`config.mk`:
```
export PLATFORM = sky130hd
export DESIGN_NAME = cpu_ctrl
export DESIGN_NICKNAME = d
export VERILOG_FILES = /design/src/rtl/cpu_ctrl_pkg.sv /design/src/rtl/cpu_ctrl_up_cnt.sv /design/src/rtl/cpu_ctrl.sv
export SDC_FILE = /design/constraint.sdc
export NUM_CORES = 1
export LEC_CHECK = 0
export ABC_AREA = 1
export BUFFER_PORTS_ARGS = -buffer_cell sky130_fd_sc_hd__buf_2
export CAP_MARGIN = 20
export CORE_MARGIN = 2
export CORE_UTILIZATION = 50
export DETAILED_ROUTE_END_ITERATION = 16
export PLACE_DENSITY = 0.83
export SLEW_MARGIN = 20
export SYNTH_ARGS = -nofsm -noshare
export SYNTH_HDL_FRONTEND = slang
export SYNTH_SLANG_ARGS = --single-unit
```
`constraint.sdc`:
```
create_clock -name clk -period 1.6 [get_ports clk]
set_input_delay 0.32 -clock clk [delete_from_list [all_inputs] [get_ports clk]]
set_output_delay 0.32 -clock clk [all_outputs]
set_load 0.02 [all_outputs]
```
`src/rtl/cpu_ctrl_pkg.sv`:
```
// Shared definitions for the CPU run controller: FSM state encodings and
// default widths also used by the pc and ins_mem blocks.
package cpu_ctrl_pkg;

  localparam int PC_W_DEF   = 4;
  localparam int LOOP_W_DEF = 4;

  typedef enum logic [1:0] {
    ST_IDLE   = 2'd0,
    ST_RUN    = 2'd1,
    ST_RELOAD = 2'd2
  } state_t;

endpackage

```
`src/rtl/cpu_ctrl_up_cnt.sv`:
```
// Parameterised up-counter with synchronous clear and enable; clear has
// priority over enable. Used for the instruction and pass counters.
module cpu_ctrl_up_cnt #(
  parameter int W = 4
) (
  input  logic         clk,
  input  logic         rst_n,
  input  logic         clr,
  input  logic         en,
  output logic [W-1:0] q
);

  always_ff @(posedge clk or negedge rst_n) begin
    if (!rst_n) begin
      q <= '0;
    end else if (clr) begin
      q <= '0;
    end else if (en) begin
      q <= q + 1'b1;
    end
  end

endmodule

```
`src/rtl/cpu_ctrl.sv`:
```
// Run controller for the 4-bit CPU datapath: sequences set_pc / en_ins_mem so
// a program of len_m1+1 instructions runs loops+1 passes from PC 0.
module cpu_ctrl
  import cpu_ctrl_pkg::*;
#(
  parameter int PC_W   = PC_W_DEF,
  parameter int LOOP_W = LOOP_W_DEF
) (
  input  logic              clk,
  input  logic              rst_n,
  input  logic              start,
  input  logic              abort,
  input  logic [PC_W-1:0]   len_m1,
  input  logic [LOOP_W-1:0] loops,
  output logic              set_pc,
  output logic              en_ins_mem,
  output logic              busy,
  output logic              done,
  output logic [PC_W-1:0]   ins_cnt,
  output logic [LOOP_W-1:0] pass_cnt,
  output logic [1:0]        dbg_state
);

  state_t            state, next_state;
  logic [PC_W-1:0]   len_q;
  logic [LOOP_W-1:0] loops_q;
  logic              accept;
  logic              last_ins, last_pass;
  logic              ins_clr, ins_en, pass_clr, pass_en, done_set;

  // Compare against the current count; the increment that follows the last
  // instruction is never observed in RUN, so no wrap guard is needed.
  assign last_ins  = (ins_cnt == len_q);
  assign last_pass = (pass_cnt == loops_q);
  assign accept    = (state == ST_IDLE) && start && !abort;
  assign dbg_state = state;

  always_ff @(posedge clk or negedge rst_n) begin
    if (!rst_n) begin
      state   <= ST_IDLE;
      len_q   <= '0;
      loops_q <= '0;
      done    <= 1'b0;
    end else begin
      state <= next_state;
      done  <= done_set;
      if (accept) begin
        len_q   <= len_m1;
        loops_q <= loops;
      end
    end
  end

  always_comb begin
    next_state = state;
    ins_clr    = 1'b0;
    ins_en     = 1'b0;
    pass_clr   = 1'b0;
    pass_en    = 1'b0;
    done_set   = 1'b0;
    set_pc     = 1'b1;
    en_ins_mem = 1'b0;
    busy       = 1'b0;
    unique case (state)
      ST_IDLE: begin
        if (accept) begin
          next_state = ST_RUN;
          ins_clr    = 1'b1;
          pass_clr   = 1'b1;
        end
      end
      ST_RUN: begin
        set_pc     = 1'b0;
        en_ins_mem = 1'b1;
        busy       = 1'b1;
        ins_en     = 1'b1;
        if (abort) begin
          next_state = ST_IDLE;
        end else if (last_ins) begin
          if (last_pass) begin
            next_state = ST_IDLE;
            done_set   = 1'b1;
          end else begin
            next_state = ST_RELOAD;
            pass_en    = 1'b1;
          end
        end
      end
      ST_RELOAD: begin
        busy    = 1'b1;
        ins_clr = 1'b1;
        next_state = abort ? ST_IDLE : ST_RUN;
      end
      default: next_state = ST_IDLE;
    endcase
  end

  cpu_ctrl_up_cnt #(.W(PC_W)) u_ins_cnt (
    .clk   (clk),
    .rst_n (rst_n),
    .clr   (ins_clr),
    .en    (ins_en),
    .q     (ins_cnt)
  );

  cpu_ctrl_up_cnt #(.W(LOOP_W)) u_pass_cnt (
    .clk   (clk),
    .rst_n (rst_n),
    .clr   (pass_clr),
    .en    (pass_en),
    .q     (pass_cnt)
  );

endmodule

```
# After elaboration in Yosys (flattened, before gate mapping)

Cells that the tools add are included.

Bits in registers: 19
Input port bits: 12
Output and inout port bits: 14
Word-level logic and storage cells: 46

Add/sub/neg operators: 2
Equal/unequal tests: 6
Muxes and demuxes: 24
Reduce and logical (&&, ||, !) cells: 8

Operator list:

| cell                                                | count |
|---|---|
| 2-to-1 mux 4 bit                                    | 4 |
| 2-to-1 mux 1 bit                                    | 14 |
| adder 4 x 1 -> 4 bit, second input constant         | 2 |
| equality test 4 bit                                 | 2 |
| 2-to-1 mux 2 bit                                    | 4 |
| case mux 2 bit (3 select lines)                     | 1 |
| nonzero test 2 bit                                  | 2 |
| != test 3 bit, second input constant                | 1 |
| equality test 2 x 1 -> 1 bit, second input constant | 1 |
| equality test 2 bit, second input constant          | 1 |
| logical AND 1 bit                                   | 2 |
| logical NOT 2 bit                                   | 1 |
| != test 2 bit, second input constant                | 1 |
| case mux 1 bit (2 select lines)                     | 1 |
| AND reduction 2 bit                                 | 1 |
| OR reduction 2 bit                                  | 1 |
| logical NOT 1 bit                                   | 1 |

# Longest topological paths before layout

Gate-level depths: netlist of run 1.

Word-level depth: 7
Mapped depth: 10
Gate-level depth less buffers: 10

# Cells and area by module

From an unflattened synthesis of run 1, not the netlist that was laid out.

Cells, all modules: 152
Area, all modules: 1104.8 um^2

Modules (own cells, without submodules):

| module          | times used | cells an instance | area each (um^2) | sequential area each (um^2) |
|---|---|---|---|---|
| cpu_ctrl        | 1          | 104               | 701.9            | 275.3 |
| cpu_ctrl_up_cnt | 2          | 24                | 201.4            | 100.1 |

# Worst setup path after synthesis of run 1

No wires, ideal clock.

Kind: register to register
Start: reg state[1] (netlist: dbg_state[1])
End: reg u_pass_cnt.q[2]
Setup time: 0.066 ns
Arrival time: 1.641 ns
Data required time: 1.534 ns
Setup slack: -0.107 ns
Cell stages (with the launch flop): 9
Path buffers: 0
Clock period less this slack: 1.707 ns
Cells stage by stage: dfrtp_1 -> inv_1 -> ha_1 -> inv_1 -> nor2_4 -> nand2_2 -> nor2_2 -> nand3_1 -> nand2_1

Word-level cells in the longest chain between the ends: 6
Elaborated cells between the ends (all ways): 9
Classes of those cells: eq/ne: 1; mux: 4; reduce/logical: 4

Ends and longest elaborated chain:

| what                                                          | line                           | text |
|---|---|---|
| start, declared                                               | cpu_ctrl.sv:24                 | `state_t state, next_state;` |
| start signal, assigned                                        | cpu_ctrl.sv:45                 | `state <= next_state;` |
| logical NOT 2 bit                                             | cpu_ctrl.sv:35, cpu_ctrl.sv:64 |  |
| logical AND 1 bit (2 in series)                               | cpu_ctrl.sv:35                 | `assign accept = (state == ST_IDLE) && start && !abort;` |
| 2-to-1 mux 1 bit                                              | cpu_ctrl.sv:66                 | `if (accept) begin` |
| 2-to-1 mux 1 bit                                              | cpu_ctrl.sv:64                 | `unique case (state)` |
| 2-to-1 mux 4 bit / nonzero test 2 bit (equally long branches) | n/a                            |  |
| end signal, assigned                                          | cpu_ctrl_up_cnt.sv:19          | `q <= q + 1'b1;` |
| end, declared                                                 | cpu_ctrl_up_cnt.sv:10          | `output logic [W-1:0] q` |

Parallel ways exist; a longest one is shown, timed or not.
A chain may end at the register's enable or synchronous reset.

# Final worst setup path of run 1

Start: reg state[0] (netlist: dbg_state[0])
End: out busy

Word-level cells in the longest chain between the ends: 3
Elaborated cells between the ends (all ways): 4
Classes of those cells: eq/ne: 2; mux: 1; reduce/logical: 1

Ends and longest elaborated chain:

| what                                                                       | line           | text |
|---|---|---|
| equality test 2 x 1 -> 1 bit / equality test 2 bit (equally long branches) | cpu_ctrl.sv:64 |  |
| OR reduction 2 bit (no source line) (*)                                    | n/a            |  |
| 2-to-1 mux 1 bit (*)                                                       | cpu_ctrl.sv:64 |  |
| end, declared                                                              | cpu_ctrl.sv:17 | `output logic busy,` |

Every way passes the cells marked *; elsewhere a longest branch is shown, timed or not.

==> flow_metrics.env, run 1 <==
export IMPL_finalHoldViolations=0
export IMPL_synth_warnings=0
export IMPL_drt_first_pass_iters=4
export IMPL_holdPathStages=3
export IMPL_ys_flop_type="dfrtp_1"
export IMPL_fin_crit_ps=1550
export IMPL_critPathLaunch="dbg_state[0]"
export IMPL_diodes=0
export IMPL_fin_hold_ws_ps=199
export IMPL_crit_chain="inv_2, ha_1, buf_6"
export IMPL_drcViolationCount=0
export IMPL_ys_types=23
export IMPL_cts_buffer_depth=2
export IMPL_setup_violations_final=0
export IMPL_hold_class="input pin to flip-flop"
export IMPL_rr_worst_depth=6
export IMPL_cp_num_buf_inv=2
export IMPL_tightest_slew_ps=432
export IMPL_r2r_slack_ps=240
export IMPL_area_growth_pct=21.1
export IMPL_grt_pass1_vias=928
export IMPL_synth_commonest_cells="nand2_1 (44), dfrtp_1 (19), inv_1 (18)"
export IMPL_start_util_pct=54.4
export IMPL_worstSetupEndpointType="output port"
export IMPL_clk_pin_slew_ps=110
export IMPL_die_h_um=50.7
export IMPL_grt_usage_pct=19.8
export IMPL_slew_headroom_pct=71.2
export IMPL_placed_area_mm2=0.00126
export IMPL_seq_area_frac_synth_pct=43.6
export IMPL_grt_setup_unrepaired="false"
export IMPL_power_density_mw_per_mm2=1680
export IMPL_final_max_slew_viol_count=0
export IMPL_cts_tree="done"
export IMPL_power_leakage_nw=0.731
export IMPL_fmax_mhz=644
export IMPL_chipWidth_um=50.7
export IMPL_root_buffer="clkbuf_4"
export IMPL_rows=16
export IMPL_yosys_top_cells_area="dfrtp_1 (44%), nand2_1 (15%), ha_1 (6.9%)"
export IMPL_ys_ff_latch=19
export IMPL_synthArstFlopShare_pct=100
export IMPL_core_area_mm2=0.00200
export IMPL_place_hpwl_um=1720
export IMPL_ant_nets=0
export IMPL_synth_cell_area_mm2=0.00109
export IMPL_cts_buffers=3
export IMPL_drive_gt1_share_pct=29.6
export IMPL_critPathTopFamily="flip-flops"
export IMPL_nFillCells=171
export IMPL_r2r_start="dbg_state[0]"
export IMPL_place_gp_congestion=0.877
export IMPL_cp_start_kind="flip-flop"
export IMPL_ir_drop_mv=0.993
export IMPL_ios=26
export IMPL_avgSynthCellArea_um2=7.90
export IMPL_synth_cells=138
export IMPL_yosysTopAreaCell="dfrtp_1"
export IMPL_crit_fanout=5
export IMPL_drt_iter0_drc=34
export IMPL_dieArea_mm2=0.00257
export IMPL_gr_total_overflow=0
export IMPL_fin_tns_setup_ps=0
export IMPL_max_stage_delay_ps=440
export IMPL_grt_pass1_wl_um=3830
export IMPL_via_per_inst=5.03
export IMPL_worstSetupPathType="flip-flop to output port"
export IMPL_crit_required_ps=1280
export IMPL_clock_skew_ps=2.67
export IMPL_dp_cells=190
export IMPL_antenna_found_initial=0
export IMPL_syn_num_nets=156
export IMPL_synthDominantCellAreaShare_pct=43.6
export IMPL_vias=985
export IMPL_insertion_delay_ps=310
export IMPL_stdcell_count=196
export IMPL_timing_rr_end="u_ins_cnt.q[3]"
export IMPL_post_drt_wl_per_cell_um=11.5
export IMPL_cp_endpoint="busy"
export IMPL_stdcell_area_mm2=0.00132
export IMPL_htreeDepth=1
export IMPL_cts_sinks=19
export IMPL_synth_edf_count=0
export IMPL_synth_most_common_cell="nand2_1"
export IMPL_wl_um=2250
export IMPL_cp_depth=3
export IMPL_status="finished, final reports clean"
export IMPL_slowest_stage="dfrtp_2"
export IMPL_io_buffers=25
export IMPL_grt_max_degree=20
export IMPL_layout_nets=188
export IMPL_maxCapViolCount=0
export IMPL_crit_arrival_ps=1230
export IMPL_finalCritPeriodShare_pct=97.1
tightest hold or removal path, cell delays in order:
cell	delay (ps)
buf_2	70
nand2_1	40
nand2_1	50
metrics by stage:
step | utilization, % | total power [mW] | setup WS [ps]
after floorplan | - | 1.60 | 19.9
after global placement | 62.7 | 1.83 | 262
after detailed placement | 62.7 | 1.89 | 175
after CTS | 65.1 | 2.17 | -15.6
after global routing | 65.9 | 2.42 | 10.3
final | 65.9 | 2.21 | 46.5
final cells by class:
class	instances	area, µm²	area share, %
inverters	20	75.1	5.69
clock buffers	4	26.3	1.99
repair buffers	29	166	12.6
multi-input cells	97	542	41.0
flip-flops and latches	19	477	36.1
well taps	27	33.8	2.56
report_power, final:
part           switching, mW  internal (mW)
sequential             0.155          0.645
clock                  0.158         0.0974
combinational          0.700          0.459
routing by layer:
layer / up-vias / GRT usage, % / wire length (µm)
met1: 459 / 24.5 / 980
li1: 486 / - / -
met3: 3 / 4.17 / 107
met5: - / 0 / 0
met4: 0 / 8.56 / 36
met2: 37 / 33.1 / 1130
cell usage in the layout (no fill, tap or decap), drive strengths merged:
cell,n
nand2,48
ha,6
dlygate4sd3,1
buf,28
dfrtp,19
nand4,1
clkbuf,4
nand3,13
nor2,10
xnor2,3
a21oi,3
inv,20
a31oi,1
or2,2
nor3b,2
xor2,2
o21ai,5
nor3,1
worst min-delay path by stage:
stage | from | endpoint | slack, ps
final | len_m1[3] | len_q[3] | 200
after global routing | len_m1[2] | len_q[2] | 200
after CTS | len_m1[0] | len_q[0] | 200
after detailed placement | rst_n | loops_q[1] | 280
after global placement | rst_n | loops_q[2] | 280
after floorplan | rst_n | dbg_state[0] | 20
cells by family (layout without fill, tap and decap cells):
group | Yosys count | in the layout | synth area share [%]
and+or+nand+nor | 77 | 77 | 33.4
buffers and inverters | 22 | 53 | 7.81
DFF | 19 | 19 | 43.6
AOI/OAI and AO/OA | 9 | 9 | 4.25
adders and majority gates | 6 | 6 | 6.89
xor gates and xnor gates | 5 | 5 | 4.02
registers in the layout, indices dropped and copies added, names as in the netlist:
register	count
u_ins_cnt.q	4
loops_q	4
dbg_state	2
u_pass_cnt.q	4
done	1
len_q	4
what timing repair did:
action | 4_1_cts | 5_1_grt
hold endpoints to repair | 19 | 0
setup buffers | 1 | 0
setup endpoints to repair | 3 | 2
gates resized for setup | 1 | 7
pin swaps | 0 | 0
hold buffers | 1 | 0
Power figures use the tool's default switching activity.
==> inputs of run 2 (changes only) <==
--- a/config.mk
+++ b/config.mk
@@ -10,6 +10,7 @@
 export CAP_MARGIN = 20
 export CORE_MARGIN = 2
 export CORE_UTILIZATION = 50
+export CTS_BUF_LIST = sky130_fd_sc_hd__clkbuf_8 sky130_fd_sc_hd__clkbuf_16
 export DETAILED_ROUTE_END_ITERATION = 16
 export PLACE_DENSITY = 0.83
 export SLEW_MARGIN = 20
==> run 2 against run 1 <==
Net effect:
- clock power increased by 32%
- sequential cell count unchanged
- combinational power about the same
- non-clock buffer count unchanged
- critical path depth increased by 1
- die area unchanged
- cell count unchanged
- core utilization increased by 0.62 points
- register-to-register slack got worse by 20 ps
- largest power group unchanged
==> flow_metrics.env, run 2 (same netlist as run 1, synthesis figures left out) <==
export IMPL_status="finished, final reports clean"
export IMPL_rr_worst_depth=8
export IMPL_max_stage_delay_ps=420
export IMPL_cts_tree="done"
export IMPL_clk_pin_slew_ps=70
export IMPL_cp_num_buf_inv=3
export IMPL_post_drt_wl_per_cell_um=11.8
export IMPL_ios=26
export IMPL_grt_pass1_wl_um=3780
export IMPL_gr_total_overflow=0
export IMPL_crit_required_ps=1280
export IMPL_rows=16
export IMPL_finalHoldViolations=0
export IMPL_drt_first_pass_iters=4
export IMPL_crit_fanout=7
export IMPL_place_gp_congestion=0.877
export IMPL_most_common_layout_cells="nand2_1 (44), buf_2 (24), inv_1 (18), dfrtp_1 (18), nand3_1 (11)"
export IMPL_vias=980
export IMPL_drive_gt1_share_pct=28.4
export IMPL_core_area_mm2=0.00200
export IMPL_via_per_inst=5.00
export IMPL_nFillCells=171
export IMPL_holdPathStages=3
export IMPL_stdcell_area_mm2=0.00133
export IMPL_tightest_slew_ps=437
export IMPL_finalCritPeriodShare_pct=95.8
export IMPL_slew_headroom_pct=70.9
export IMPL_r2r_slack_ps=220
export IMPL_critPathTopFamily="flip-flops"
export IMPL_htreeDepth=1
export IMPL_stdcell_count=196
export IMPL_fin_tns_setup_ps=0
export IMPL_power_leakage_nw=0.742
export IMPL_slowest_stage="dfrtp_1"
export IMPL_cts_sinks=19
export IMPL_m1WireLength_um=1030
export IMPL_wl_met2_um=1140
export IMPL_maxCapViolCount=0
export IMPL_final_max_slew_viol_count=0
export IMPL_crit_arrival_ps=1210
export IMPL_drt_iter0_drc=22
export IMPL_start_util_pct=54.4
export IMPL_cts_buffer_depth=2
export IMPL_chipWidth_um=50.7
export IMPL_power_density_mw_per_mm2=1710
export IMPL_grt_usage_pct=19.7
export IMPL_dp_cells=190
export IMPL_diodes=0
export IMPL_worstSetupEndpointType="output port"
export IMPL_crit_chain="inv_2, ha_4, inv_1, buf_4"
export IMPL_die_h_um=50.7
export IMPL_routed_top_layer="met4"
export IMPL_wl_met3_um=104
export IMPL_worstSetupPathType="flip-flop to output port"
export IMPL_io_buffers=25
export IMPL_drcViolationCount=0
export IMPL_placed_area_mm2=0.00126
export IMPL_clock_skew_ps=2.77
export IMPL_grt_setup_unrepaired="false"
export IMPL_cp_start_kind="flip-flop"
export IMPL_fin_crit_ps=1530
export IMPL_fmax_mhz=653
export IMPL_dieArea_mm2=0.00257
export IMPL_grt_pass1_vias=929
export IMPL_wl_um=2310
export IMPL_area_growth_pct=22.3
export IMPL_layout_nets=188
export IMPL_insertion_delay_ps=260
export IMPL_ir_drop_mv=1.04
export IMPL_place_hpwl_um=1720
export IMPL_hold_class="input pin to flip-flop"
export IMPL_root_buffer="clkbuf_8"
export IMPL_final_common_cell="nand2_1"
export IMPL_cp_depth=4
export IMPL_setup_violations_final=0
export IMPL_antenna_found_initial=0
export IMPL_ant_nets=0
export IMPL_grt_max_degree=20
export IMPL_cts_buffers=3
-- run 2: worst reg2reg max path, stage by stage, from the launching register on --
cell and delay [ps]:
dfrtp_1 430, inv_2 100, ha_4 170, inv_1 80, nor2_4 150, nand2_2 80, nor2_2 150, nand3_1 100
nand2_1 70
-- run 2: area by class of cell --
| cell class | instances | area (µm²) | share of cell area [%] |
|---|---|---|---|
| tap | 27 | 33.8 | 2.54 |
| inverter | 20 | 75.1 | 5.63 |
| sequential | 19 | 477 | 35.8 |
| timing repair buffer | 29 | 160 | 12.0 |
| multi-input combinational | 97 | 542 | 40.7 |
| clock buffer | 3 | 41.3 | 3.10 |
| clock inverter | 1 | 3.75 | 0.282 |
-- run 2: power breakdown --
group | internal (mW) | switching (mW)
Clock | 0.171 | 0.165
Sequential | 0.646 | 0.160
Combinational | 0.432 | 0.699
-- run 2: metal layers --
metal / track usage, % / up-vias
met5: 0 / -
li1: - / 487
met4: 11.3 / 0
met3: 3.87 / 4
met1: 24.0 / 456
met2: 32.2 / 33
-- run 2: per-stage QoR --
step	utilization, %	hold slack [ps]	power [mW]	setup slack (ps)
after floorplan	-	24.4	1.60	19.9
after global placement	62.7	279	1.83	262
after detailed placement	62.7	283	1.89	175
after CTS	66.0	249	2.26	6.07
after global routing	66.6	261	2.46	1.94
final	66.6	252	2.27	67.7
-- run 2: path summary, 6_finish.rpt --
kind	from	end
setup / recovery	dbg_state[1]	set_pc
setup reg to reg	dbg_state[1]	u_pass_cnt.q[2]
max in group asynchronous	rst_n	dbg_state[0]
hold reg to reg	len_q[3]	len_q[3]
hold / removal	len_m1[3]	len_q[3]
min in group asynchronous	rst_n	done
-- run 2: timing repair --
item,in CTS,in global routing
buffers inserted,0,1
hold endpoints to repair,1,0
resized for setup,1,3
hold buffers,1,0
pin swaps,0,0
endpoints found under the setup margin,1,2
==> inputs of run 3 (changes only) <==
--- a/config.mk
+++ b/config.mk
@@ -9,10 +9,11 @@
 export BUFFER_PORTS_ARGS = -buffer_cell sky130_fd_sc_hd__buf_2
 export CAP_MARGIN = 20
 export CORE_MARGIN = 2
-export CORE_UTILIZATION = 50
+export CORE_UTILIZATION = 52
 export CTS_BUF_LIST = sky130_fd_sc_hd__clkbuf_8 sky130_fd_sc_hd__clkbuf_16
+export CTS_CLUSTER_SIZE = 40
 export DETAILED_ROUTE_END_ITERATION = 16
-export PLACE_DENSITY = 0.83
+export PLACE_DENSITY = 0.86
 export SLEW_MARGIN = 20
 export SYNTH_ARGS = -nofsm -noshare
 export SYNTH_HDL_FRONTEND = slang
==> run 3 against run 2 <==
Net effect:
- first-iteration DRC count is 32% lower
- hold slack got worse by 3.6 ps
- cell area is 0.19% lower
==> flow_metrics.env, run 3 (same netlist as run 1, synthesis figures left out) <==
export IMPL_status="finished, final reports clean"
export IMPL_vias=955
export IMPL_power_leakage_nw=0.741
export IMPL_cp_endpoint="busy"
export IMPL_m1WireLength_um=1010
export IMPL_dp_cells=190
export IMPL_fin_hold_ws_ps=248
export IMPL_place_hpwl_um=1760
export IMPL_clock_skew_ps=3.45
export IMPL_grt_pass1_wl_um=4170
export IMPL_tightest_slew_ps=430
export IMPL_power_density_mw_per_mm2=1720
export IMPL_ant_nets=0
export IMPL_insertion_delay_ps=260
export IMPL_place_gp_congestion=0.901
export IMPL_drcViolationCount=0
export IMPL_fin_crit_ps=1530
export IMPL_die_h_um=49.8
export IMPL_worstSetupPathType="flip-flop to output port"
export IMPL_critPathLaunch="dbg_state[0]"
export IMPL_dieArea_mm2=0.00248
export IMPL_chipWidth_um=49.8
export IMPL_grt_max_degree=20
export IMPL_cts_sinks=19
export IMPL_place_worst_setup_slack_ps=137
export IMPL_wl_met3_um=145
export IMPL_stdcell_area_mm2=0.00133
export IMPL_grt_pass1_vias=974
export IMPL_final_common_cell="nand2_1"
export IMPL_htreeDepth=1
export IMPL_wl_met2_um=1230
export IMPL_io_buffers=25
export IMPL_cts_buffers=3
export IMPL_grt_setup_unrepaired="false"
export IMPL_r2r_start="dbg_state[0]"
export IMPL_fin_util_pct=67.8
export IMPL_crit_arrival_ps=1210
export IMPL_nFillCells=183
export IMPL_drt_iter0_drc=15
export IMPL_finalHoldViolations=0
export IMPL_start_util_pct=55.5
export IMPL_routed_top_layer="met4"
export IMPL_wl_um=2420
export IMPL_setup_violations_final=0
export IMPL_cp_start_kind="flip-flop"
export IMPL_fmax_mhz=655
export IMPL_via_per_inst=4.87
export IMPL_drive_gt1_share_pct=28.4
export IMPL_stdcell_count=196
export IMPL_finalCritPeriodShare_pct=95.5
export IMPL_crit_required_ps=1280
export IMPL_slew_headroom_pct=71.3
export IMPL_layout_nets=188
export IMPL_placed_area_mm2=0.00126
export IMPL_rows=16
export IMPL_gr_total_overflow=0
export IMPL_post_drt_wl_per_cell_um=12.4
export IMPL_final_max_slew_viol_count=0
export IMPL_crit_fanout=5
export IMPL_most_common_layout_cells="nand2_1 (44), buf_2 (25), inv_1 (18), dfrtp_1 (18), nand3_1 (11)"
export IMPL_cts_buffer_depth=2
export IMPL_rr_worst_depth=9
export IMPL_diodes=0
export IMPL_drt_first_pass_iters=4
export IMPL_cts_tree="done"
export IMPL_antenna_found_initial=0
export IMPL_maxCapViolCount=0
export IMPL_ios=26
export IMPL_area_growth_pct=22.0
export IMPL_grt_usage_pct=22.6
export IMPL_setup_slack_ps=72.3
export IMPL_r2r_slack_ps=180
export IMPL_core_area_mm2=0.00196
export IMPL_timing_rr_end="dbg_state[0]"
export IMPL_fin_total_pwr_mw=2.28
export IMPL_worstSetupEndpointType="output port"
export IMPL_clk_pin_slew_ps=70
export IMPL_ir_drop_mv=1.18
export IMPL_root_buffer="clkbuf_8"
export IMPL_hold_class="input pin to flip-flop"
export IMPL_fin_tns_setup_ps=0
[run 3: cell counts in the layout (fill, tap and decap cells not counted)]
Identical to the previous run, type by type.
[run 3: where the power goes]
part,internal (mW),switching (mW),total (mW),leakage (nW)
clock,0.171,0.165,0.336,0.0269
combinational,0.425,0.713,1.14,0.469
sequential,0.647,0.161,0.808,0.245
[run 3: worst min path at each step]
stage               from         endpoint  slack, ps  cells past startpoint
4_1_cts        len_m1[3]         len_q[3]        240                      3
6_report       len_m1[2]         len_q[2]        250                      3
3_3_place_gp       rst_n  u_pass_cnt.q[1]        280                      1
5_1_grt        len_m1[3]         len_q[3]        260                      3
2_1_floorplan      rst_n     dbg_state[0]         20                      0
3_5_place_dp       rst_n       loops_q[1]        280                      1
[run 3: critical path: stages, from the launching register on]
cell     delay (ps)
dfrtp_2         420
inv_1            90
ha_1            280
buf_2           160
[run 3: what timing repair did]
item | in CTS | in global routing
setup buffers | 1 | 0
hold buffers | 1 | 0
endpoints found under the setup margin | 1 | 2
endpoints found under the hold margin | 19 | 0
resized for setup | 1 | 2
[run 3: final cells by class]
cell class	count	area, µm²	area share [%]
inverters	20	75.1	5.64
clock buffers	3	41.3	3.10
repair buffers	29	158	11.9
clock inverters	1	3.75	0.282
well taps	27	33.8	2.54
flip-flops and latches	19	477	35.8
multi-input cells	97	542	40.7
[run 3: metal layers]
metal	vias up	track usage, %
li1	488	-
met3	6	7.27
met1	427	25.9
met5	-	0
met2	34	38.7
met4	0	9.26
